--- config.mk ---
export PLATFORM = sky130hd
export DESIGN_NAME = debounce_multi
export DESIGN_NICKNAME = d
export VERILOG_FILES = /design/src/rtl/debounce_multi.sv
export SDC_FILE = /design/constraint.sdc
export NUM_CORES = 1
export LEC_CHECK = 0
export CORE_MARGIN = 1
export CORE_UTILIZATION = 57
export DETAILED_ROUTE_END_ITERATION = 10
export PLACE_DENSITY = 0.83
export SYNTH_ARGS = -nofsm -noshare
export SYNTH_HDL_FRONTEND = slang
export SYNTH_SLANG_ARGS = --single-unit
--- constraint.sdc ---
create_clock -name clk -period 2 [get_ports clk]
set_input_delay 0.3 -clock clk [delete_from_list [all_inputs] [get_ports clk]]
set_output_delay 0.3 -clock clk [all_outputs]
set_load 0.02 [all_outputs]
--- src/rtl/debounce_multi.sv ---
// debounce_multi: parametrised multi-channel debouncer.
// Each channel has a SYNC_STAGES-deep synchroniser feeding a saturating
// stability counter. The counter advances only on the tick sample enable.
// A channel's debounced output takes the new level only after STABLE_CYCLES
// consecutive ticks in which the synchronised input disagrees with it.
// Rising and falling edges are debounced in the same way.
// Configuration macro: DEBOUNCE_EDGE_EN. When it is defined, rise/fall are
// registered one-clock pulses. When it is not defined, rise/fall are tied
// to 0 and the edge registers are not built.
module debounce_multi #(
    parameter int CHANNELS      = 4,
    parameter int SYNC_STAGES   = 2,
    parameter int STABLE_CYCLES = 16,
    parameter bit INIT_LEVEL    = 1'b0
) (
    input  logic                clk,
    input  logic                clr,
    input  logic                tick,
    input  logic [CHANNELS-1:0] inp,
    output logic [CHANNELS-1:0] outp,
    output logic [CHANNELS-1:0] rise,
    output logic [CHANNELS-1:0] fall
);

    localparam int CNT_W = (STABLE_CYCLES > 1) ? $clog2(STABLE_CYCLES) : 1;
    localparam logic [CNT_W-1:0]    CNT_LAST = CNT_W'(STABLE_CYCLES - 1);
    localparam logic [CHANNELS-1:0] INIT_VEC = {CHANNELS{INIT_LEVEL}};

    logic [SYNC_STAGES-1:0][CHANNELS-1:0] sync_q;
    logic [CHANNELS-1:0]                  s;
    logic [CHANNELS-1:0][CNT_W-1:0]       cnt_q;
    logic [CHANNELS-1:0][CNT_W-1:0]       cnt_d;
    logic [CHANNELS-1:0]                  outp_q;
    logic [CHANNELS-1:0]                  outp_d;

    // Synchroniser chain: shifts on every clock, independent of tick.
    always_ff @(posedge clk or posedge clr) begin
        // NOTE: sequential state uses non-blocking assignments so every flop samples pre-edge values.
        if (clr) begin
            sync_q <= {SYNC_STAGES{INIT_VEC}};
        end else begin
            sync_q <= {sync_q[SYNC_STAGES-2:0], inp};
        end
    end

    assign s = sync_q[SYNC_STAGES-1];

    // Next-state logic: count consecutive mismatching ticks and accept the new level on the last one.
    always_comb begin
        // NOTE: every combinational output gets a default first so no path leaves it unassigned (no latch).
        cnt_d  = cnt_q;
        outp_d = outp_q;
        if (tick) begin
            for (int ch = 0; ch < CHANNELS; ch++) begin
                if (s[ch] == outp_q[ch]) begin
                    cnt_d[ch] = '0;
                end else if (cnt_q[ch] == CNT_LAST) begin
                    outp_d[ch] = s[ch];
                    cnt_d[ch]  = '0;
                end else begin
                    cnt_d[ch] = cnt_q[ch] + CNT_W'(1);
                end
            end
        end
    end

    // Stability counters and debounced levels. Reset discards any partial count.
    always_ff @(posedge clk or posedge clr) begin
        if (clr) begin
            cnt_q  <= '0;
            outp_q <= INIT_VEC;
        end else begin
            cnt_q  <= cnt_d;
            outp_q <= outp_d;
        end
    end

    assign outp = outp_q;

`ifdef DEBOUNCE_EDGE_EN
    logic [CHANNELS-1:0] rise_q;
    logic [CHANNELS-1:0] fall_q;

    // Edge pulses: registered together with outp, so each pulse lines up with the clock in which outp changes.
    always_ff @(posedge clk or posedge clr) begin
        if (clr) begin
            rise_q <= '0;
            fall_q <= '0;
        end else begin
            rise_q <= outp_d & ~outp_q;
            fall_q <= ~outp_d & outp_q;
        end
    end

    assign rise = rise_q;
    assign fall = fall_q;
`else
    assign rise = '0;
    assign fall = '0;
`endif

endmodule

-- Word-level counts from Yosys, hierarchy flattened
Index checks and enable logic that the tools add are counted.
Widths: inputs -> output; s select.
- flip-flop bits (word level): 28
- bits in latches: 0
- memory bits (writable): 0
- memory bits (read-only): 0
- input port bits: 7
- output and inout port bits: 12
- logic and storage cells: 38
- memories kept: 0
- add/subtract/negate cells: 4
- multipliers: 0
- divide/modulo/power cells: 0
- magnitude comparators: 0
- eq/ne operators: 8
- shift-type cells: 0
- mux-type cells: 8
- bitwise operators: 4
- reduce and logical (&&, ||, !) cells: 4
- operators by type and width (cell ; number):
    $mux 4 ; 8
    $add 4x1->4 const B ; 4
    $eq 4x4->1 const B ; 4
    $reduce_and 3->1 ; 4
    $eq 1x1->1 ; 4
    $not 1->1 ; 4

-- Depth between registers and ports, before layout
- depth after elaboration: 3
- gate-level depth with buffers: 5
- depth with buffers taken out: 4

-- Worst setup path after synthesis
No wires, ideal clock.
- path type: register to register
- from: register cnt_q[12] in the netlist's numbering
- to: register outp_q[3], in the netlist outp[3]
- setup time: 0.125 ns
- arrival: 1.061 ns
- data required time: 1.875 ns
- slack: 0.814 ns
- cell stages (with the launch flop): 4
- path buffers: 0
- clock period less this slack: 1.186 ns
- path through: dfrtp_1 > ha_1 > nand4_1 > mux2_2
- cells in the longest elaborated chain, start to end: 2
- RTL lines (element ; line ; source):
    from (decl) ; 31 ; logic [CHANNELS-1:0][CNT_W-1:0] cnt_q;
    from (signal assigned) ; 73 ; cnt_q <= cnt_d;
    $eq 4x4->1 ; 57 ; end else if (cnt_q[ch] == CNT_LAST) begin
    $reduce_and 3->1 (no source line) ; n/a ;
    to (signal assigned) ; 74 ; outp_q <= outp_d;
    to (decl) ; 33 ; logic [CHANNELS-1:0] outp_q;
No other way between the ends.
A chain may end at the register's enable or synchronous reset.

-- Final worst setup path
- from: register outp_q[3], in the netlist outp[3]
- to: output port outp[3]
- RTL lines (element ; line ; source):
    to (decl) ; 20 ; output logic [CHANNELS-1:0] outp,
No word-level cell between the ends.

==> results.py <==
metrics = {
    "status": {
        "status": "complete, no violations",
    },
    "placement": {
        "dp_hpwl_microns": 1434,
        "place_ws_ns": 0.4060,
        "gp_congestion": 0.7925,
        "port_buffers": 10,
        "postPlaceCellArea_sq_mm": 0.001459,
    },
    "timing": {
        "period_needed_ns": 1.691,
        "postLayoutSetupSlackWorst_ns": 0.3089,
        "setup_viol": 0,
        "maxSlewViolCount": 0,
        "tns_ns": 0,
        "fin_skew_ns": 0.004349,
        "rsz0062_at_grt": "false",
        "final-hold-violation-count": 0,
        "max_freq_mhz": 591.3,
        "fin_crit_sh_pct": 84.55,
        "hold_ws_ns": 0.3133,
    },
    "cts": {
        "post_cts_resize_count": 0,
        "clkLatencyLatePin_ns": 0.33,
        "clk_pin_slew_ns": 0.14,
        "clock_sinks": 28,
        "cts_buffers": 3,
        "cts_hold_buf": 0,
        "cts_tree": "yes",
        "post_cts_buffers": 0,
        "cts-root-buf": "clkbuf_4",
        "htreeDepth": 1,
        "clock_path_buffers": 2,
    },
    "critical_path": {
        "r2r_start": "cnt_q[12]",
        "worstPathRequired_ns": 1.70,
        "worstSetupPathType": "reg -> out",
        "crit_path_end_kind": "output port",
        "crit_path_max_incr_delay_ns": 0.63,
        "cp_top_family": "buffers and inverters",
        "worst-path-buf-inv": 1,
        "crit_chain": "clkdlybuf4s50_1",
        "slowest_stage": "clkdlybuf4s50_1",
        "start_kind": "register",
        "r2r-end": "outp[3]",
        "r2r_slack_ns": 0.72,
        "cp_max_fo": 4,
        "rr_worst_depth": 3,
        "cp_data_arrival_time_ns": 1.39,
    },
    "floorplanning": {
        "core_region_area_sq_mm": 0.002233,
        "die-area_sq_mm": 0.002574,
        "io_pins": 19,
        "fp.dieH_microns": 50.74,
        "initial_core_util_pct": 60.62,
        "rows": 17,
        "fp.dieW_microns": 50.74,
    },
    "detailed_routing": {
        "drc": 0,
        "vias": 950,
        "drtIter0Drc": 17,
        "wl_per_cell_microns": 11.88,
        "drt_pass1_iterations": 4,
        "ant_nets": 0,
        "routed_wl_microns": 2019,
        "avgViaCountPerCell": 5.588,
    },
    "synth": {
        "syn_area_per_cell_sq_um": 10.41,
        "ys_ff_latch": 28,
        "synth_compound_area_share_pct": 11.46,
        "netlist_area_sq_mm": 0.001354,
        "yosys.area_share.adder_pct": 3.697,
        "synthSimpleGateAreaFrac_pct": 14.60,
        "yosysUniqueCellTypes": 28,
        "synth_top_family_by_area": "simple AND/OR/NAND/NOR gates",
        "synth_xor_xnor_area_share_pct": 4.436,
        "async_reset_ff_share_pct": 100.0,
        "synth-main-ff-cell": "dfrtp_1",
        "ys.warnings.count": 0,
        "synth_edf_count": 0,
        "muxShareOfSynthArea_pct": 4.067,
        "synth_cells": 130,
        "synth-seq-area-share_pct": 51.76,
    },
    "cells_and_area": {
        "post-route-util_pct": 66.95,
        "fin_nets": 154,
        "antennaDiodeCount": 0,
        "final_common_cell": "dfrtp_1",
        "fill_cells": 184,
        "area_delta_synth_final_pct": 10.44,
        "stdcell_area_sq_mm": 0.001495,
        "layout-drive-gt1-share_pct": 8.451,
        "layout_common_cells": "dfrtp_1, nand3_1, inv_1",
    },
    "global_route": {
        "grt_overflow": 0,
        "grt_max_degree": 32,
        "grt_use_total_pct": 19.03,
        "grt_pass1_wl_microns": 3594,
        "grt_pass1_vias": 834,
        "antenna_found_initial": 0,
    },
    "hold_path": {
        "min_path_type": "in -> async",
    },
    "power_and_ir_drop": {
        "peakVddDrop_mv": 0.5993,
        "leakagePower_nw": 0.6839,
        "power_density_mw_per_mm2": 735.7,
    },
    "job": {
        "drv_cap": 0,
    },
}
final cells by class:
class	count	area [sq um]	share of cell area, %
clock buffer	4	36.28	2.427
inverter	14	52.55	3.515
multi-input combinational	83	548.0	36.65
sequential	28	700.7	46.86
tap	28	35.03	2.343
timing repair buffer	13	122.6	8.201
Yosys cell counts (2+ instances only):
master	instances	area, sq um
inv_1	14	52.55
ha_1	4	50.05
a31oi_1	3	18.77
nand2b_1	4	25.02
buf_4	8	60.06
mux2_2	4	45.04
xor2_1	3	26.28
o21ai_0	11	55.05
and4b_1	2	20.02
nand4_1	9	56.30
buf_2	3	15.01
or3_1	2	12.51
nand3_1	15	75.07
a21oi_1	4	20.02
o211ai_1	3	22.52
xnor2_1	2	17.52
dfrtp_1	28	700.7
cells by family (layout without fill, tap and decap cells):
logic type | after synthesis | after routing
DFF | 28 | 28
and+or+nand+nor | 34 | 34
buffers and inverters | 26 | 31
AOI/OAI and AO/OA | 26 | 26
other | 1 | 8
muxes | 5 | 5
adders and majority gates | 4 | 4
xor gates and xnor gates | 6 | 6
worst max-delay path by stage:
| stage | from | end | slack (ns) | cells after the start |
|---|---|---|---|---|
| finish | outp[3] | outp[3] | 0.31 | 1 |
| CTS | outp[3] | outp[3] | 0.29 | 1 |
| floorplan | cnt_q[12] | outp[3] | 0.81 | 3 |
| detailed placement | tick | cnt_q[15] | 0.41 | 5 |
| global route | outp[3] | outp[3] | 0.23 | 1 |
| global placement | tick | cnt_q[15] | 0.43 | 5 |
state kept, by name (all words and copies together) (netlist names):
name    count
cnt_q      16
outp        4
s           4
sync_q      4
per-layer routing:
layer | vias up | track usage, % | share of wire (%) | wire (microns)
met5 | - | 0 | 0 | 0
met4 | 0 | 8.333 | 2.1 | 42
met3 | 5 | 4.848 | 3.9 | 79
met2 | 22 | 29.56 | 47 | 955
met1 | 455 | 25.10 | 47 | 943
li1 | 468 | - | - | -
stage by stage:
step	total power, W	cells
5_1_grt	0.001172	170
3_5_place_dp	0.0008399	166
6_report	0.001100	170
3_3_place_gp	0.0008270	166
2_1_floorplan	0.0007994	137
4_1_cts	0.001111	170
where the power goes:
| part | switching, W | leakage (nW) | internal, W |
|---|---|---|---|
| logic | 0.0000893 | 0.301 | 0.0000667 |
| registers | 0.0000570 | 0.361 | 0.000616 |
| clock network | 0.000159 | 0.0210 | 0.000112 |
| total | 0.000305 | 0.684 | 0.000795 |
No activity file was read; power rests on OpenSTA's default activity.
